[config.mk]
export PLATFORM = sky130hd
export DESIGN_NAME = vc_input_buffer
export DESIGN_NICKNAME = d
export VERILOG_FILES = /design/src/rtl/noc_params.sv /design/src/rtl/circular_buffer.sv /design/src/rtl/vc_input_buffer.sv
export SDC_FILE = /design/constraint.sdc
export NUM_CORES = 1
export LEC_CHECK = 0
export ABC_AREA = 1
export CAP_MARGIN = 20
export CORE_MARGIN = 8
export CORE_UTILIZATION = 39
export DETAILED_ROUTE_END_ITERATION = 8
export PLACE_DENSITY = 0.62
export REMOVE_ABC_BUFFERS = 1
export SKIP_LAST_GASP = 1
export SLEW_MARGIN = 20
export SYNTH_ARGS = -nofsm -noshare
export SYNTH_HDL_FRONTEND = slang
export SYNTH_SLANG_ARGS = --single-unit
[constraint.sdc]
create_clock -name clk -period 6.35 [get_ports clk]
set_input_delay 0.9525 -clock clk [delete_from_list [all_inputs] [get_ports clk]]
set_output_delay 0.9525 -clock clk [all_outputs]
set_load 0.03 [all_outputs]
[src/rtl/noc_params.sv]
// Shared NoC types: flit format, port and per-VC state encodings, XY route helper.
// No logic latency; pure type/function definitions.
// No flow control here; consumers define their own backpressure.
package noc_params;

   localparam int DEST_ADDR_SIZE_X = 4;
   localparam int DEST_ADDR_SIZE_Y = 4;
   localparam int VC_NUM           = 2;
   localparam int VC_SIZE          = $clog2(VC_NUM);
   localparam int BUFFER_DEPTH     = 4;
   localparam int PORT_NUM         = 5;
   localparam int FLIT_DATA_SIZE   = 16;

   typedef enum logic [2:0] {LOCAL, NORTH, SOUTH, WEST, EAST} port_t;
   typedef enum logic [1:0] {HEAD, BODY, TAIL, HEADTAIL} flit_label_t;
   typedef enum logic [1:0] {IDLE, WAIT_VA, ACTIVE} vc_state_t;

   typedef struct packed {
      flit_label_t                 flit_label;
      logic [VC_SIZE-1:0]          vc_id;
      logic [DEST_ADDR_SIZE_X-1:0] x_dest;
      logic [DEST_ADDR_SIZE_Y-1:0] y_dest;
      logic [FLIT_DATA_SIZE-1:0]   data;
   } flit_t;

   function automatic logic is_head(input flit_label_t l);
      return (l == HEAD) || (l == HEADTAIL);
   endfunction

   function automatic logic is_tail(input flit_label_t l);
      return (l == TAIL) || (l == HEADTAIL);
   endfunction

   // X first, then Y; unsigned coordinates.
   function automatic port_t xy_route(input logic [DEST_ADDR_SIZE_X-1:0] x_dest,
                                      input logic [DEST_ADDR_SIZE_X-1:0] x_cur,
                                      input logic [DEST_ADDR_SIZE_Y-1:0] y_dest,
                                      input logic [DEST_ADDR_SIZE_Y-1:0] y_cur);
      port_t p;
      if (x_dest > x_cur)      p = EAST;
      else if (x_dest < x_cur) p = WEST;
      else if (y_dest > y_cur) p = SOUTH;
      else if (y_dest < y_cur) p = NORTH;
      else                     p = LOCAL;
      return p;
   endfunction

endpackage

[src/rtl/circular_buffer.sv]
// Single-VC circular FIFO with occupancy counter; head is a combinational read.
// Latency: write at edge t is visible on rd_dat after t.
// Backpressure: push while full is dropped unless a pop happens in the same cycle.
module circular_buffer #(
   parameter int DEPTH = 4,
   parameter int WIDTH = 8
) (
   input  logic             clk,
   input  logic             rst_n,
   input  logic             push,
   input  logic             pop,
   input  logic [WIDTH-1:0] wr_dat,
   output logic [WIDTH-1:0] rd_dat,
   output logic             empty,
   output logic             full
);

   localparam int PTR_W = $clog2(DEPTH);
   localparam logic [PTR_W:0] FULL_CNT = (PTR_W+1)'(DEPTH);

   logic [WIDTH-1:0] mem [DEPTH];
   logic [PTR_W-1:0] rd_ptr;
   logic [PTR_W-1:0] wr_ptr;
   logic [PTR_W:0]   count;
   logic             do_push;
   logic             do_pop;

   assign empty   = (count == '0);
   assign full    = (count == FULL_CNT);
   assign do_pop  = pop && !empty;
   assign do_push = push && (!full || do_pop);
   assign rd_dat  = mem[rd_ptr];

   always_ff @(posedge clk or negedge rst_n) begin
      if (!rst_n) begin
         rd_ptr <= '0;
         wr_ptr <= '0;
         count  <= '0;
      end else begin
         if (do_push) wr_ptr <= wr_ptr + 1'b1;
         if (do_pop)  rd_ptr <= rd_ptr + 1'b1;
         if (do_push && !do_pop)      count <= count + 1'b1;
         else if (do_pop && !do_push) count <= count - 1'b1;
      end
   end

   // Storage needs no reset: occupancy alone defines what is valid.
   always_ff @(posedge clk) begin
      if (do_push) mem[wr_ptr] <= wr_dat;
   end

endmodule

[src/rtl/vc_input_buffer.sv]
// Router input unit: per-VC FIFO, packet FSM, XY route latch, credit return (error via VC_INPUT_BUFFER_CHECK_EN).
// Latency: HEAD written at t requests VA after t+1; credit pulses the cycle after each accepted pop.
// Backpressure: upstream is credit-limited; writes to a full VC without a same-cycle pop are dropped.
module vc_input_buffer
   import noc_params::*;
#(
   parameter int                          VC_NUM       = 2,
   parameter int                          BUFFER_DEPTH = 4,
   parameter logic [DEST_ADDR_SIZE_X-1:0] X_CURRENT    = '0,
   parameter logic [DEST_ADDR_SIZE_Y-1:0] Y_CURRENT    = '0
) (
   input  logic                 clk,
   input  logic                 rst_n,
   input  flit_t                data_i,
   input  logic                 valid_i,
   input  logic [VC_NUM-1:0]    pop_i,
   input  logic [VC_NUM-1:0]    va_grant_i,
   output flit_t [VC_NUM-1:0]   flit_o,
   output logic [VC_NUM-1:0]    is_valid_o,
   output logic [VC_NUM-1:0]    va_request_o,
   output port_t [VC_NUM-1:0]   out_port_o,
   output logic [VC_NUM-1:0]    credit_o,
   output logic                 error_o
);

   vc_state_t         state_q [VC_NUM];
   vc_state_t         state_d [VC_NUM];
   logic [VC_NUM-1:0] push;
   logic [VC_NUM-1:0] pop_acc;
   logic [VC_NUM-1:0] empty;
`ifdef VC_INPUT_BUFFER_CHECK_EN
   logic [VC_NUM-1:0] full;
`endif

   for (genvar v = 0; v < VC_NUM; v++) begin : g_vc
      assign push[v]         = valid_i && (data_i.vc_id == VC_SIZE'(v));
      assign pop_acc[v]      = pop_i[v] && (state_q[v] == ACTIVE) && !empty[v];
      assign is_valid_o[v]   = (state_q[v] == ACTIVE) && !empty[v];
      assign va_request_o[v] = (state_q[v] == WAIT_VA);

      circular_buffer #(
         .DEPTH (BUFFER_DEPTH),
         .WIDTH ($bits(flit_t))
      ) u_fifo (
         .clk    (clk),
         .rst_n  (rst_n),
         .push   (push[v]),
         .pop    (pop_acc[v]),
         .wr_dat (data_i),
         .rd_dat (flit_o[v]),
         .empty  (empty[v]),
`ifdef VC_INPUT_BUFFER_CHECK_EN
         .full   (full[v])
`else
         .full   ()
`endif
      );
   end

   // A non-head flit at the head of an IDLE VC stalls it until reset.
   always_comb begin
      for (int i = 0; i < VC_NUM; i++) begin
         state_d[i] = state_q[i];
         unique case (state_q[i])
            IDLE:    if (!empty[i] && is_head(flit_o[i].flit_label)) state_d[i] = WAIT_VA;
            WAIT_VA: if (va_grant_i[i]) state_d[i] = ACTIVE;
            ACTIVE:  if (pop_acc[i] && is_tail(flit_o[i].flit_label)) state_d[i] = IDLE;
            default: state_d[i] = IDLE;
         endcase
      end
   end

   always_ff @(posedge clk or negedge rst_n) begin
      if (!rst_n) begin
         for (int i = 0; i < VC_NUM; i++) begin
            state_q[i]    <= IDLE;
            out_port_o[i] <= LOCAL;
         end
         credit_o <= '0;
      end else begin
         for (int i = 0; i < VC_NUM; i++) begin
            state_q[i] <= state_d[i];
            if (state_q[i] == IDLE && state_d[i] == WAIT_VA)
               out_port_o[i] <= xy_route(flit_o[i].x_dest, X_CURRENT,
                                         flit_o[i].y_dest, Y_CURRENT);
         end
         credit_o <= pop_acc;
      end
   end

`ifdef VC_INPUT_BUFFER_CHECK_EN
   logic [VC_NUM-1:0] err_evt;
   logic              error_q;

   always_comb begin
      for (int i = 0; i < VC_NUM; i++) begin
         err_evt[i] = (push[i] && full[i] && !pop_acc[i]) ||
                      ((state_q[i] == IDLE) && !empty[i] && !is_head(flit_o[i].flit_label));
      end
   end

   always_ff @(posedge clk or negedge rst_n) begin
      if (!rst_n) error_q <= 1'b0;
      else        error_q <= error_q | (|err_evt);
   end

   assign error_o = error_q;
`else
   assign error_o = 1'b0;
`endif

endmodule

# == Word level (Yosys, flattened, before mapping) ==
# Memories as Yosys holds them, arrays and structs flattened.
# Index checks and enable logic that the tools add are counted.
# word_totals
register_bits,26
ram_bits,216
in_bits,34
output_inout_bits,67
word_cells,110
n_memories,2
# memory_table
name,words,word_bits,rd,rd_clocked_by_memory_dff,write_ports,line,text
g_vc[0].u_fifo.mem,4,27,1,0,1,circular_buffer.sv:21,logic [WIDTH-1:0] mem [DEPTH];
g_vc[1].u_fifo.mem,4,27,1,0,1,circular_buffer.sv:21,
# classes
addsub,8
n_lt_le_gt_ge,8
eq_ne,12
muxes,24
n_bitwise,1
reduce_logical,44
# op_table
operator,count
$logic_and 1x1->1,22
$mux 2,10
$mux 3,6
$gt 4x1->1 const B,4
$lt 4x1->1 const B,4
$eq 2x2->1 const B,6
$pmux 2 s3,2
$add 2x1->2 const B,4
$eq 2x1->1 const B,4
$logic_not 1->1,8
$logic_not 2->1,4
$add 3x1->3 const B,2
$eq 3x3->1 const B,2
$logic_not 3->1,2
$logic_or 1x1->1,6
$mux 1,6
$sub 3x1->3 const B,2
$reduce_bool 2->1,2
$not 1->1,1

# == Depth between registers and ports, before layout ==
# Gate-level depths: netlist of the first run.
# logic_depth
depth_word,10
ltp_mapped,13
mapped_depth_nobuf,13

# == Hierarchy ==
# From an unflattened synthesis of the first run, not the netlist that was laid out.
# hier_totals
cells_unflattened,787
area_unflattened_um2,9745.6
# modules_own_cells
module,n_inst,cells_each,area_per_inst_um2,seq_area_each_um2
circular_buffer,2,350,4554.4,3418.3
vc_input_buffer,1,87,636.9,250.2

# == Least setup slack after synthesis of the first run ==
# Ideal clock, no wire load.
# synth_path
kind,input to register
from,input pop_i[0]
to,"memory g_vc[0].u_fifo.mem[0][0] (netlist name), enable pin"
setup_ps,411
t_arrival_ps,2592
required_time_ps,5939
setup_slack_ps,3347
stages,6
path_buffers,0
path_cell_list,inv_1 > nor2_1 > nand2_1 > nand4_1 > nand2_1 > nor2_1
# synth_between
elab_chain_cells,7
# synth_lines
element,line,text
from (decl),vc_input_buffer.sv:16,"input logic [VC_NUM-1:0] pop_i,"
$logic_and 1x1->1 (2 in a row),vc_input_buffer.sv:37,assign pop_acc[v] = pop_i[v] && (state_q[v] == ACTIVE) && !empty[v];
$logic_and 1x1->1,circular_buffer.sv:30,assign do_pop = pop && !empty;
$logic_or 1x1->1,circular_buffer.sv:31,assign do_push = push && (!full || do_pop);
$logic_and 1x1->1,circular_buffer.sv:31,
$mux 1,circular_buffer.sv:49,if (do_push) mem[wr_ptr] <= wr_dat;
$mux 1 (implied by the code),circular_buffer.sv:49,
to (decl),circular_buffer.sv:21,
# Every way passes these cells.

==> impl_metrics.py, run 1 <==
metrics = {
    "final_layout": {
        "drive_above_1_share": 0.0696,
        "fin_cells": 1186,
        "num-nets-final": 896,
        "syn_to_final_growth_pct": 19.9,
        "n_antenna_cell": 0,
        "utilization": 0.475,
    },
    "floorplan": {
        "io-pin-count": 101,
        "fp.dieW_um": 173,
        "die-area_um2": 29900,
        "rows": 57,
        "core-area_um2": 24200,
        "start_util": 0.396,
        "die_h_um": 173,
    },
    "critical_path": {
        "setup.worst_path.end_class": "primary output",
        "cp_cell_sequence": "inv_6 -> o21ai_0 -> o22ai_1 -> clkdlybuf4s50_1",
        "crit_start": "g_vc[1].u_fifo.rd_ptr[0]$_DFFE_PN0P_",
        "rr_startpoint": "g_vc[1].u_fifo.rd_ptr[0]$_DFFE_PN0P_",
        "start_kind": "register",
        "critical_path_class": "reg -> out",
        "critPathSlowestCell": "dfrtp_2",
        "crit_arrival_ns": 3.02,
        "max_stage_delay_ns": 1.06,
        "worstPathRequired_ns": 5.40,
        "critPathMaxFanout": 56,
    },
    "clock_tree": {
        "numCtsBuffers": 23,
        "cts_tree": "yes",
        "cts_buffer_depth": 3,
        "cts_resized": 0,
        "clock-root-buffer": "clkbuf_16",
        "path_clk_slew_ns": 0.06,
        "post-cts-setup-buffer-count": 0,
        "hold_buffers": 0,
        "insertion_delay_ns": 0.50,
        "htreeDepth": 1,
        "cts.sinks": 240,
    },
    "timing": {
        "worst_slew_pin_slew_ns": 1.05,
        "min_period_ns": 3.97,
        "slew_viol_final": 0,
        "fin_skew_ns": 0.00990,
        "fmax_mhz": 252,
        "rsz0062_at_grt": "no",
        "period_share": 0.625,
        "setup_violations": 0,
        "setup_tns_ns": 0,
        "hold_viol": 0,
        "max-slew-margin-rel": 0.303,
    },
    "synth": {
        "yosysTopAreaCell": "edfxtp_1",
        "synth_top_area_share": 0.675,
        "synthCells": 754,
        "syn-mean-instance-area_um2": 12.7,
        "synth_area_um2": 9610,
        "synth_cell_types": 26,
        "synth_commonest_cells": "216 x edfxtp_1, 115 x nand2_1, 105 x nor2_1, 78 x o21ai_0, 56 x inv_1",
        "yosysSeqAreaShare": 0.738,
        "ys.flop_type": "edfxtp_1",
        "ys_ff_latch": 240,
        "synth.area.top_cells": "edfxtp_1 68%, dfrtp_1 6.3%, nand2_1 4.5%",
        "ys_async_sr_fraction": 0.100,
        "synth_warnings": 0,
        "synth_edf_count": 216,
        "yosysMostFrequentCell": "edfxtp_1",
    },
    "global_routing": {
        "grt_overflow": 0,
        "grt_pass1_wl_mm": 32.2,
        "first_global_vias": 5753,
        "grt_max_degree": 57,
        "antenna_found_initial": 0,
        "track_usage": 0.134,
    },
    "route": {
        "ant_nets": 0,
        "firstDrtPassIters": 5,
        "wl_per_cell_um": 17.2,
        "route.met3.wl_mm": 1.02,
        "wl_mm": 20.4,
        "wl_met1_mm": 9.06,
        "top_layer": "met4",
        "routed-wl-met2_mm": 9.95,
        "drc_errors": 0,
        "drt-initial-drc-count": 431,
        "vias": 5798,
        "viasPerCell": 4.89,
    },
    "power_and_ir_drop": {
        "ir_drop_uv": 210,
        "leakagePower_uw": 0.00418,
        "power_density_nw_per_um2": 495,
        "finalPower_uw": 5700,
    },
    "flow_run": {
        "max-cap-violations": 0,
    },
    "place": {
        "finalWeightedCongestion": 0.703,
        "dp_hpwl_mm": 12.0,
        "port_buffers": 97,
        "placed_cells": 1145,
    },
    "hold_path": {
        "hold_class": "reg -> reg",
        "worstHoldStart": "out_port_o[1]$_DFFE_PN0P_",
    },
    "status": {
        "status": "completed",
    },
}
-- cell families (layout without fill, tap and decap cells) --
family          count (synthesis)  in the layout  synth area share
fa+ha+maj                      16             16            0.0224
other cells                     1              3          0.000390
simple gates                  274            274             0.117
compound gates                122            122            0.0690
flops                         240            240             0.738
xor+xnor                        6              6           0.00547
buf+inv                        95            201            0.0479
-- worst max-delay path: cells and delay by family (launching register included) --
| family | cells | cell delay, ns |
|---|---|---|
| AO/OA/AOI/OAI | 2 | 0.45 |
| flip-flops | 1 | 1.06 |
| buffers and inverters | 2 | 1.00 |
-- cell usage in the layout (no fill, tap or decap), drive strengths merged, types with 3 or more instances in the layout --
cell type      count
clkdlybuf4s50     97
xor2               4
dfrtp             24
buf                3
inv               61
o21ai             78
nand2            125
ha                14
conb               3
nor2             107
edfxtp           216
clkinv             8
o22ai             36
clkbuf            32
nand3             40
a21oi              6
-- metrics by stage --
step | hold WS (ns) | setup WS, ns | area, um^2
finish | 0.478 | 2.38 | 11500
global route | 0.530 | 2.13 | 11500
CTS | 0.482 | 2.31 | 11500
global placement | 0.468 | 2.89 | 10800
detailed placement | 0.466 | 2.85 | 10800
floorplan | 0.492 | 3.35 | 9390
-- report_power, final --
part / internal (uW) / switching, uW
sequential: 1940 / 177
combinational: 813 / 1550
clock: 681 / 538
-- layout make-up --
cell class,count,area [um^2]
sequential,240,7090
timing repair buffer,100,993
inverter,60,235
multi-input combinational,421,2130
tap,324,405
clock inverter,9,47.5
fill,2176,12700
clock buffer,32,619
-- flip-flops by register name, summed over array words and instances (netlist names) --
register / cells
credit_o: 2
g_vc.u_fifo.count: 6
g_vc.u_fifo.mem: 216
g_vc.u_fifo.rd_ptr: 4
g_vc.u_fifo.wr_ptr: 4
out_port_o: 4
state_q: 4
-- worst paths after layout --
path	end	slack, ns	cells past startpoint
max in group asynchronous	g_vc[0].u_fifo.rd_ptr[0]$_DFFE_PN0P_	5.26	2
min	out_port_o[1]$_DFFE_PN0P_	0.48	2
min in group asynchronous	out_port_o[5]$_DFFE_PN0P_	0.82	2
min reg2reg	out_port_o[1]$_DFFE_PN0P_	0.48	2
max	flit_o[36]	2.38	4
max reg2reg	out_port_o[5]$_DFFE_PN0P_	3.62	9
-- routing by layer --
metal | global-route usage | vias up
met2 | 0.232 | 135
met3 | 0.0240 | 21
li1 | - | 2817
met4 | 0.0352 | 0
met1 | 0.171 | 2825
met5 | 0 | -
Note: power is estimated with default switching activity, not from simulation.
==> run 2: changes to the inputs <==
==> constraint.sdc (replaced) <==
create_clock -name clk -period 4 [get_ports clk]
set_input_delay 0.6 -clock clk [delete_from_list [all_inputs] [get_ports clk]]
set_output_delay 0.6 -clock clk [all_outputs]
set_load 0.03 [all_outputs]
==> run 2 against run 1 <==
Net effect:
- non-clock buffer count increased by 9
- highest routed layer is now met5
- worst setup slack got worse by 1.8 ns
- clock skew increased by 0.0093 ns
- worst hold slack got worse by 0.39 ns
- register-to-register slack got worse by 2.2 ns
- critical path depth unchanged
- via count increased by 0.79%
==> impl_metrics.py, run 2 (synthesized netlist as in run 1, its figures left out) <==
metrics = {
    "place": {
        "dp_hpwl_mm": 12.9,
        "dp_slack_ns": 0.894,
        "finalWeightedCongestion": 0.751,
        "post_dp_cell_area_um2": 10900,
        "port_buffers": 97,
        "placed_cells": 1154,
    },
    "timing": {
        "setup_violations": 0,
        "fin_skew_ns": 0.0192,
        "rsz0062_at_grt": "no",
        "period_share": 0.860,
        "min_period_ns": 3.44,
        "fin_ws_ns": 0.561,
        "hold_ws_ns": 0.0837,
        "worst_slew_pin_slew_ns": 0.730,
        "slew_viol_final": 0,
        "fmax_mhz": 291,
        "max-slew-margin-rel": 0.514,
        "hold_viol": 0,
        "setup_tns_ns": 0,
    },
    "clock_tree": {
        "cts.sinks": 240,
        "numCtsBuffers": 24,
        "htreeDepth": 1,
        "post-cts-setup-buffer-count": 0,
        "insertion_delay_ns": 0.52,
        "cts_resized": 0,
        "path_clk_slew_ns": 0.06,
        "hold_buffers": 0,
        "clock-root-buffer": "clkbuf_16",
        "cts_buffer_depth": 3,
        "cts_tree": "yes",
    },
    "critical_path": {
        "start_kind": "register",
        "setup.worst_path.end_class": "primary output",
        "crit_arrival_ns": 2.84,
        "critPathMaxFanout": 55,
        "r2r_slack_ns": 1.45,
        "r2r_cells": 13,
        "critical_path_class": "reg -> out",
        "rr_startpoint": "state_q[0]$_DFF_PN0_",
        "worstPathRequired_ns": 3.40,
        "timing.rr.end": "g_vc[1].u_fifo.count[2]$_DFFE_PN0P_",
        "crit_start": "g_vc[0].u_fifo.rd_ptr[0]$_DFFE_PN0P_",
    },
    "route": {
        "drc_errors": 0,
        "wl_per_cell_um": 17.7,
        "wl_mm": 21.2,
        "viasPerCell": 4.89,
        "firstDrtPassIters": 4,
        "ant_nets": 0,
        "drt-initial-drc-count": 372,
        "vias": 5844,
    },
    "floorplan": {
        "core-area_um2": 24200,
        "io-pin-count": 101,
        "die-area_um2": 29900,
        "rows": 57,
        "start_util": 0.396,
        "fp.dieW_um": 173,
        "die_h_um": 173,
    },
    "global_routing": {
        "first_global_vias": 5739,
        "grt_pass1_wl_mm": 32.7,
        "grt_overflow": 0,
        "grt_max_degree": 56,
        "track_usage": 0.137,
        "antenna_found_initial": 1,
    },
    "final_layout": {
        "drive_above_1_share": 0.0815,
        "fin_cells": 1195,
        "layout_common_cells": "216 x edfxtp_1, 115 x nand2_1, 97 x nor2_1, 96 x clkdlybuf4s50_1, 78 x o21ai_0",
        "fin_area_um2": 11700,
        "num-fill-cells": 2117,
        "n_antenna_cell": 0,
        "regMostFlops": "g_vc.u_fifo.mem",
        "seqCellArea_um2": 7090,
        "final_common_cell": "edfxtp_1",
        "top_regs": "g_vc.u_fifo.mem (216), g_vc.u_fifo.count (6)",
        "syn_to_final_growth_pct": 21.9,
        "num-nets-final": 906,
        "multi_input_area_um2": 2130,
        "largest_reg_flops": 216,
    },
    "status": {
        "status": "completed",
    },
    "power_and_ir_drop": {
        "ir_drop_uv": 355,
        "power_density_nw_per_um2": 799,
        "leakagePower_uw": 0.00427,
    },
    "flow_run": {
        "max-cap-violations": 0,
    },
    "hold_path": {
        "hold_class": "in -> async",
    },
}
[run 2: through the flow]
stage	util	total power (uW)
2_1_floorplan	-	5620
3_3_place_gp	0.452	7260
5_1_grt	0.483	9880
3_5_place_dp	0.452	7300
4_1_cts	0.483	9470
6_report	0.483	9350
[run 2: layout make-up]
class,instances,share of cell area
well taps,324,0.0346
inverters,60,0.0201
clock buffers,31,0.0535
multi-input cells,421,0.182
repair buffers,109,0.0934
clock inverters,10,0.0112
flip-flops and latches,240,0.606
[run 2: metal layers]
layer | global-route usage | wire length, um | vias up | share of wire
li1 | - | - | 2829 | -
met1 | 0.172 | 9030 | 2834 | 0.43
met2 | 0.238 | 10600 | 153 | 0.50
met3 | 0.0288 | 1240 | 26 | 0.058
met4 | 0.0363 | 303 | 2 | 0.014
met5 | 0 | 13 | - | 0.00061
[run 2: worst max-delay path by stage]
stage | end | slack, ns | cells past startpoint
finish | flit_o[26] | 0.56 | 4
global placement | g_vc[1].u_fifo.count[2]$_DFFE_PN0P_ | 0.95 | 13
detailed placement | g_vc[1].u_fifo.count[2]$_DFFE_PN0P_ | 0.89 | 13
global route | flit_o[26] | 0.43 | 4
CTS | flit_o[53] | 0.50 | 4
floorplan | out_port_o[5]$_DFFE_PN0P_ | 1.13 | 10
[run 2: worst max-delay path, cell delays in order, from the launching register on]
cell and delay [ns]:
dfrtp_2 0.64, inv_6 0.43, o21ai_0 0.16, o22ai_1 0.35, clkdlybuf4s50_1 0.75
[run 2: power breakdown]
group          internal, uW  switching, uW
Sequential             3080            225
Combinational          1320           2540
Clock                  1300            886
==> run 3: changes to the inputs <==
--- a/config.mk
+++ b/config.mk
@@ -8,9 +8,9 @@
 export ABC_AREA = 1
 export CAP_MARGIN = 20
 export CORE_MARGIN = 8
-export CORE_UTILIZATION = 39
+export CORE_UTILIZATION = 45
 export DETAILED_ROUTE_END_ITERATION = 8
-export PLACE_DENSITY = 0.62
+export PLACE_DENSITY = 0.7
 export REMOVE_ABC_BUFFERS = 1
 export SKIP_LAST_GASP = 1
 export SLEW_MARGIN = 20
==> run 3 against run 2 <==
Net effect:
- cell area down 1.2%
- via count grew 1.2%
- clock power decreased by 5%
- combinational power grew 1%
- final cell count is 4.3% lower
- worst hold slack worse by 0.012 ns
- first-iteration DRC count increased by 20%
- sequential share of layout area up 0.73 points
- register-to-register slack worse by 0.05 ns
- count of clock-buffer cells in the layout down 2
- critical path type unchanged
- critical endpoint unchanged
==> impl_metrics.py, run 3 (synthesized netlist as in run 1, its figures left out) <==
metrics = {
    "status": {
        "status": "completed",
    },
    "global_routing": {
        "track_usage": 0.161,
        "antenna_found_initial": 0,
        "grt.busiest_layer": "met2",
        "use_met2": 0.278,
        "grtUsageMet1": 0.204,
        "grt_overflow": 0,
        "grtUsageMet3": 0.0311,
        "grt_max_degree": 56,
        "grt_pass1_wl_mm": 33.1,
        "first_global_vias": 5990,
    },
    "route": {
        "drt-initial-drc-count": 445,
        "wl_mm": 21.3,
        "wl_per_cell_um": 18.6,
        "vias": 5913,
        "viasPerCell": 5.17,
        "drc_errors": 0,
        "firstDrtPassIters": 5,
        "ant_nets": 0,
    },
    "clock_tree": {
        "cts_resized": 0,
        "hold_buffers": 0,
        "cts_buffer_depth": 3,
        "numCtsBuffers": 24,
        "insertion_delay_ns": 0.51,
        "cts_tree": "yes",
        "cts.sinks": 240,
        "htreeDepth": 1,
        "path_clk_slew_ns": 0.06,
        "post-cts-setup-buffer-count": 0,
        "clock-root-buffer": "clkbuf_16",
    },
    "timing": {
        "min_period_ns": 3.49,
        "setup_violations": 0,
        "setup_tns_ns": 0,
        "rsz0062_at_grt": "no",
        "fin_ws_ns": 0.513,
        "hold_ws_ns": 0.0719,
        "worst_slew_pin_slew_ns": 0.965,
        "slew_viol_final": 0,
        "fin_skew_ns": 0.0154,
        "hold_viol": 0,
        "period_share": 0.872,
        "max-slew-margin-rel": 0.355,
        "fmax_mhz": 287,
    },
    "floorplan": {
        "io-pin-count": 101,
        "die-area_um2": 26300,
        "rows": 53,
        "fp.dieW_um": 162,
        "start_util": 0.457,
        "core-area_um2": 21000,
        "die_h_um": 162,
    },
    "final_layout": {
        "num-nets-final": 903,
        "drive_above_1_share": 0.0817,
        "top_regs": "g_vc.u_fifo.mem (216), g_vc.u_fifo.count (6)",
        "syn_to_final_growth_pct": 20.4,
        "n_antenna_cell": 0,
        "largest_reg_flops": 216,
        "num-fill-cells": 1741,
        "layout_common_cells": "216 x edfxtp_1, 115 x nand2_1, 97 x nor2_1, 96 x clkdlybuf4s50_1, 78 x o21ai_0",
        "fin_area_um2": 11600,
        "regMostFlops": "g_vc.u_fifo.mem",
        "final_common_cell": "edfxtp_1",
    },
    "critical_path": {
        "start_kind": "register",
        "worstPathRequired_ns": 3.40,
        "setup.worst_path.end_class": "primary output",
        "critPathMaxFanout": 32,
        "cp_cell_sequence": "buf_4 -> o21ai_0 -> o22ai_1 -> clkdlybuf4s50_1",
        "critPathSlowestCell": "clkdlybuf4s50_1",
        "critical_path_class": "reg -> out",
        "path_buf_inv": 2,
        "crit_arrival_ns": 2.89,
        "critical_path.top_delay_family": "buffers and inverters",
        "max_stage_delay_ns": 0.76,
    },
    "power_and_ir_drop": {
        "leakagePower_uw": 0.00425,
        "ir_drop_uv": 570,
        "power_density_nw_per_um2": 800,
    },
    "place": {
        "port_buffers": 97,
        "dp_slack_ns": 0.883,
        "post_dp_cell_area_um2": 10800,
        "finalWeightedCongestion": 0.803,
        "dp_hpwl_mm": 12.9,
    },
    "flow_run": {
        "max-cap-violations": 0,
    },
    "hold_path": {
        "hold_class": "in -> async",
    },
}
## run 3: changes by cell type in the layout (fill, tap and decap cells not counted), sizes merged
cell	delta
bufinv	-2
buf	-3
clkinv	+4
clkbuf	-2
inv	+1
## run 3: layer usage
metal / vias up / routed length (um)
li1: 2819 / -
met1: 2888 / 9010
met2: 175 / 10700
met3: 31 / 1170
met4: 0 / 411
met5: - / 0
## run 3: metrics by stage
step           power (uW)  utilization  instances
2_1_floorplan        5620            -        721
3_3_place_gp         7210        0.516       1102
3_5_place_dp         7270        0.516       1102
4_1_cts              9360        0.550       1144
5_1_grt              9770        0.550       1144
6_report             9260        0.550       1144
## run 3: worst reg2reg max path, cell delays in order (launching register included)
cell     delay [ns]
dfrtp_1        0.38
inv_1          0.09
nand2_1        0.09
nor2_1         0.10
nand2_1        0.14
nand4_1        0.16
nand2_1        0.29
inv_1          0.13
ha_1           0.15
inv_1          0.07
fa_1           0.44
a21oi_1        0.15
o21ai_0        0.13
xor2_1         0.16
## run 3: path summary, 6_finish.rpt
check	startpoint	endpoint	slack, ns	cells past startpoint
worst max-delay path	g_vc[0].u_fifo.rd_ptr[0]$_DFFE_PN0P_	flit_o[26]	0.51	4
worst min-delay path	rst_n	out_port_o[4]$_DFFE_PN0P_	0.07	1
worst max register to register	state_q[0]$_DFF_PN0_	g_vc[1].u_fifo.count[2]$_DFFE_PN0P_	1.40	13
worst min register to register	out_port_o[4]$_DFFE_PN0P_	out_port_o[4]$_DFFE_PN0P_	0.48	2
max in group asynchronous	rst_n	g_vc[0].u_fifo.rd_ptr[0]$_DFFE_PN0P_	3.52	1
min in group clk	out_port_o[4]$_DFFE_PN0P_	out_port_o[4]$_DFFE_PN0P_	0.48	2
## run 3: area by class of cell
class                           count  area (um^2)  share of cell area
Sequential cell                   240         7090               0.613
Clock inverter                     13         87.6             0.00757
Inverter                           60          235              0.0203
Tap cell                          275          344              0.0297
Timing Repair Buffer              106         1050              0.0904
Multi-Input combinational cell    421         2130               0.184
Clock buffer                       29          641              0.0554
## run 3: power by group
part	switching (uW)	internal [uW]	leakage, uW
combinational	2590	1310	0.00163
clock	885	1200	0.000363
sequential	192	3090	0.00225
total	3670	5590	0.00425
